### config.mk
export PLATFORM = sky130hd
export DESIGN_NAME = sram_bank_arbiter
export DESIGN_NICKNAME = d
export VERILOG_FILES = /design/src/rtl/sram_bank_arbiter.sv
export SDC_FILE = /design/constraint.sdc
export NUM_CORES = 1
export LEC_CHECK = 0
export CAP_MARGIN = 20
export CORE_MARGIN = 10
export CORE_UTILIZATION = 45
export CTS_CLUSTER_SIZE = 25
export DETAILED_ROUTE_END_ITERATION = 6
export GPL_ROUTABILITY_DRIVEN = 1
export PLACE_DENSITY = 0.89
export REMOVE_ABC_BUFFERS = 1
export SLEW_MARGIN = 25
export SYNTH_ARGS = -nofsm -noshare
export SYNTH_HDL_FRONTEND = slang
export SYNTH_SLANG_ARGS = --single-unit
### constraint.sdc
create_clock -name clock -period 11.2 [get_ports clock]
set_input_delay 1.68 -clock clock [delete_from_list [all_inputs] [get_ports clock]]
set_output_delay 1.68 -clock clock [all_outputs]
set_load 0.005 [all_outputs]
### src/rtl/sram_bank_arbiter.sv
// Per-bank ZBT SRAM scheduler: NTSC > starved LPF/PT > VGA > round-robin LPF/PT, one access per cycle.
// Grant is combinational; write data and read capture are aligned to the SRAM pipeline depth.
module sram_bank_arbiter #(
    parameter int ADDR_W       = 19,
    parameter int DATA_W       = 36,
    parameter int LATENCY      = 2,
    parameter int STARVE_LIMIT = 8
) (
    input  logic                clock,
    input  logic                reset,
    input  logic [3:0]          req,
    input  logic [3:0]          wr,
    input  logic [4*ADDR_W-1:0] addr,
    input  logic [4*DATA_W-1:0] wdata,
    output logic [3:0]          done,
    output logic [DATA_W-1:0]   rdata,
    output logic [3:0]          rdata_valid,
    output logic [ADDR_W-1:0]   mem_addr,
    output logic                mem_we_b,
    output logic                mem_cen_b,
    output logic [DATA_W-1:0]   mem_wdata,
    output logic                mem_wdata_oe,
    input  logic [DATA_W-1:0]   mem_rdata
);
    localparam int CNT_W = $clog2(STARVE_LIMIT + 1);
    localparam logic [CNT_W-1:0] LIMIT = CNT_W'(STARVE_LIMIT);

    typedef struct packed {
        logic              vld;
        logic              wr;
        logic [1:0]        owner;
        logic [DATA_W-1:0] wdata;
    } entry_t;

    entry_t           pipe [LATENCY+1];
    entry_t           push;
    logic [CNT_W-1:0] cnt_lpf;
    logic [CNT_W-1:0] cnt_pt;
    logic             rr;
    logic             boost_lpf;
    logic             boost_pt;
    logic [3:0]       grant;
    logic [1:0]       sel;

    always_comb begin
        grant     = 4'b0000;
        boost_lpf = req[2] && (cnt_lpf == LIMIT);
        boost_pt  = req[3] && (cnt_pt == LIMIT);
        if (req[0])                    grant = 4'b0001;
        else if (boost_lpf && boost_pt) grant = rr ? 4'b1000 : 4'b0100;
        else if (boost_lpf)            grant = 4'b0100;
        else if (boost_pt)             grant = 4'b1000;
        else if (req[1])               grant = 4'b0010;
        else if (req[2] && req[3])     grant = rr ? 4'b1000 : 4'b0100;
        else if (req[2])               grant = 4'b0100;
        else if (req[3])               grant = 4'b1000;
    end

    always_comb begin
        sel = 2'd0;
        case (grant)
            4'b0010: sel = 2'd1;
            4'b0100: sel = 2'd2;
            4'b1000: sel = 2'd3;
            default: sel = 2'd0;
        endcase
    end

    always_comb begin
        push = '0;
        if (|grant) begin
            push.vld   = 1'b1;
            push.wr    = wr[sel];
            push.owner = sel;
            push.wdata = wdata[sel*DATA_W +: DATA_W];
        end
    end

    // Waiting cycles count only while asking and losing; saturate so the boost stays sticky.
    function automatic logic [CNT_W-1:0] next_cnt(input logic r, input logic g,
                                                 input logic [CNT_W-1:0] c);
        if (!r || g) return '0;
        if (c == LIMIT) return c;
        return c + 1'b1;
    endfunction

    always_ff @(posedge clock or posedge reset) begin
        if (reset) begin
            cnt_lpf     <= '0;
            cnt_pt      <= '0;
            rr          <= 1'b0;
            mem_addr    <= '0;
            mem_we_b    <= 1'b1;
            rdata       <= '0;
            rdata_valid <= 4'b0000;
            for (int i = 0; i <= LATENCY; i++) pipe[i] <= '0;
        end else begin
            cnt_lpf <= next_cnt(req[2], grant[2], cnt_lpf);
            cnt_pt  <= next_cnt(req[3], grant[3], cnt_pt);
            if (grant[2] || grant[3]) rr <= ~rr;
            if (|grant) begin
                mem_addr <= addr[sel*ADDR_W +: ADDR_W];
                mem_we_b <= ~wr[sel];
            end else begin
                mem_we_b <= 1'b1;
            end
            pipe[0] <= push;
            for (int i = 1; i <= LATENCY; i++) pipe[i] <= pipe[i-1];
            rdata_valid <= 4'b0000;
            // The tail entry lines up with the SRAM data phase of its own address.
            if (pipe[LATENCY].vld && !pipe[LATENCY].wr) begin
                rdata                          <= mem_rdata;
                rdata_valid[pipe[LATENCY].owner] <= 1'b1;
            end
        end
    end

    assign done         = reset ? 4'b0000 : grant;
    assign mem_cen_b    = reset;
    assign mem_wdata_oe = pipe[LATENCY].vld && pipe[LATENCY].wr;
    assign mem_wdata    = mem_wdata_oe ? pipe[LATENCY].wdata : '0;
endmodule
==> impl_metrics.yaml <==
status:
  outcome: "finished, final reports clean"
floorplanning:
  core-area_um2: 17400
  start_util_pct: 46.1
  die_y_um: 154
  io_pins: 368
  fp-row-count: 48
  die_x_um: 154
  dieArea_um2: 23600
critical_path:
  max_stage_delay_ns: 0.61
  crit_arrival_ns: 3.86
  critical_path.cell_chain: "clkdlybuf4s50_1, nand4b_1, nand3_1, nor3_1, clkdlybuf4s50_1"
  crit_type: "primary input to primary output"
  endpoint_kind: "primary output"
  cp_max_fo: 20
  cp_common_cell: "clkdlybuf4s50_1"
  cpMaxStageDelayCell: "nand3_1"
  start_kind: "primary input"
  crit_required_ns: 9.52
sta:
  finalSetupViolCount: 0
  slew_headroom_pct: 31.9
  tightest_slew_ns: 1.02
  clock.fmax_mhz: 181
  skew_ns: 0.0109
  drv_slew: 0
  hold_viol_final: 0
  rsz0062_at_grt: "no"
  fin_crit_sh_pct: 49.4
  fin_crit_ns: 5.54
  fin_setup_tns_ns: 0
clock_network:
  clockBufferDepth: 2
  cts_max_level: 4
  cts_tree: "yes"
  clkLatencyLatePin_ns: 0.42
  clk_pin_slew_ns: 0.07
  clock-sinks: 189
  ctsResizeCount: 0
  post_cts_buffers: 0
  cts_root_buffer: "clkbuf_16"
  hold_buffers: 0
  cts_buffers: 17
power:
  leakage_nw: 5.41
  ir_drop_mv: 0.103
  pwr_density_cell_nw_per_um2: 148
yosys:
  ys_top_cells_by_area: "dfrtp_1 59%, mux2_2 9.1%, mux2i_1 4.9%"
  async_flop_share_pct: 100
  ys_seq_area_share_pct: 58.9
  netlist_area_um2: 8030
  synth-edff-count: 0
  synthTopCellsByCount: "188 x dfrtp_1, 77 x nand2_1, 65 x mux2_2"
  synth_cell_types: 41
  synth.most_common_cell: "dfrtp_1"
  synth_ff_type: "dfrtp_1"
  synth_cells: 644
  syn_avg_cell_area_um2: 12.5
  yosysTopAreaCell: "dfrtp_1"
  yosys.area.top_type_share_pct: 58.6
  synth_seq_cells: 189
  ys_warn_count: 0
grt:
  overflow: 0
  grt_max_degree: 107
  grt_pass1_wl_mm: 40.2
  grt_use_total_pct: 21.6
  antenna_found_initial: 1
  grt_pass1_vias: 6969
routing:
  drc: 0
  vias_per_cell: 5.15
  post_drt_wl_per_cell_um: 21.4
  num_vias: 6304
  ant_nets: 0
  drt-total-wl_mm: 26.2
  firstDrtPassIters: 4
  dr.first_iter.drc_count: 279
finish:
  area_growth_pct: 54.7
  diodes: 0
  fin_nets: 1255
  post-route-util_pct: 71.3
  drive_gt1_share_pct: 14.5
worst_hold_path:
  hold_path_class: "register to register"
place:
  place_hpwl_mm: 19.7
  port_buffers: 367
  place.gp.congestion: 0.859
run:
  maxCapViolCount: 0
==> layer usage <==
metal	vias to the layer above	global-route usage, %	wire, um
met3	41	8.48	2330
met1	3013	23.7	9930
met4	2	7.06	627
li1	2964	-	-
met2	284	37.5	13300
met5	-	0	13
==> flip-flops by register name, indices dropped and copies added, names as in the netlist <==
name and cells:
cnt_lpf 4, cnt_pt 4, mem_addr 19, mem_we_b 1, pipe 120, rdata 36
rdata_valid 4, rr 1
==> cell type report <==
type	instances	area, um2
Fill cell	1209	5000
Clock inverter	15	184
Multi-Input combinational cell	395	3020
Inverter	9	41.3
Timing Repair Buffer	373	3730
Clock buffer	17	425
Sequential cell	189	4730
Tap cell	225	282
==> per-stage QoR <==
stage / hold slack (ns) / cells / area, um2 / worst slack, ns / power [mW]
final: 0.343 / 1223 / 12400 / 5.66 / 1.84
after global routing: 0.356 / 1223 / 12400 / 5.47 / 1.93
after CTS: 0.344 / 1222 / 12400 / 5.68 / 1.86
after detailed placement: 0.335 / 1190 / 11800 / 5.66 / 1.26
after global placement: 0.331 / 1190 / 11800 / 5.72 / 1.25
after floorplan: 0.331 / 593 / 7770 / 4.38 / 0.992
==> power by group <==
part	internal (mW)	total (mW)	switching (mW)	leakage [nW]
registers	0.776	0.822	0.0456	2.28
clock network	0.305	0.599	0.294	0.296
logic	0.264	0.423	0.159	2.83
total	1.34	1.84	0.499	5.41
==> critical path: cells and delay by family <==
family	cells	cell delay, ns
buffers and inverters	2	1.04
and+or+nand+nor	3	1.13
==> placed cells by master, fill, tap and decap left out, types with 3 or more instances in the layout <==
cell and instances:
o221ai_2 10, o221ai_1 27, nand2_1 77, ha_1 4
buf_4 5, dfrtp_1 187, nor2_1 13, inv_1 7
o21bai_1 19, clkdlybuf4s50_1 366, inv_6 6, clkbuf_16 17
xnor2_1 3, nand3_1 3, nor3_1 20, or3b_2 19
and3_1 37, a21oi_1 24, mux2i_1 39, mux2_1 9
inv_8 4, clkinv_8 6, mux2_2 65
==> worst paths after layout <==
check | startpoint | endpoint | slack, ns | depth (start not counted)
min in group asynchronous | reset | mem_addr[13] | 2.02 | 2
hold reg to reg | pipe[78] | pipe[38] | 0.34 | 0
hold / removal | pipe[78] | pipe[38] | 0.34 | 0
setup reg to reg | cnt_pt[0] | mem_addr[16] | 7.75 | 8
setup / recovery | req[2] | done[1] | 5.66 | 5
max in group asynchronous | reset | pipe[38] | 8.00 | 3
==> cell families (layout without fill, tap and decap cells) <==
group / Yosys count / count (layout) / synth area share [%]
buffers and inverters: 60 / 414 / 3.66
muxes: 113 / 113 / 15.2
adders and majority gates: 5 / 5 / 0.764
and+or+nand+nor: 187 / 187 / 12.2
DFF: 189 / 189 / 58.9
AOI/OAI and AO/OA: 85 / 85 / 8.67
xor gates and xnor gates: 5 / 5 / 0.546
Power figures use the tool's default switching activity.
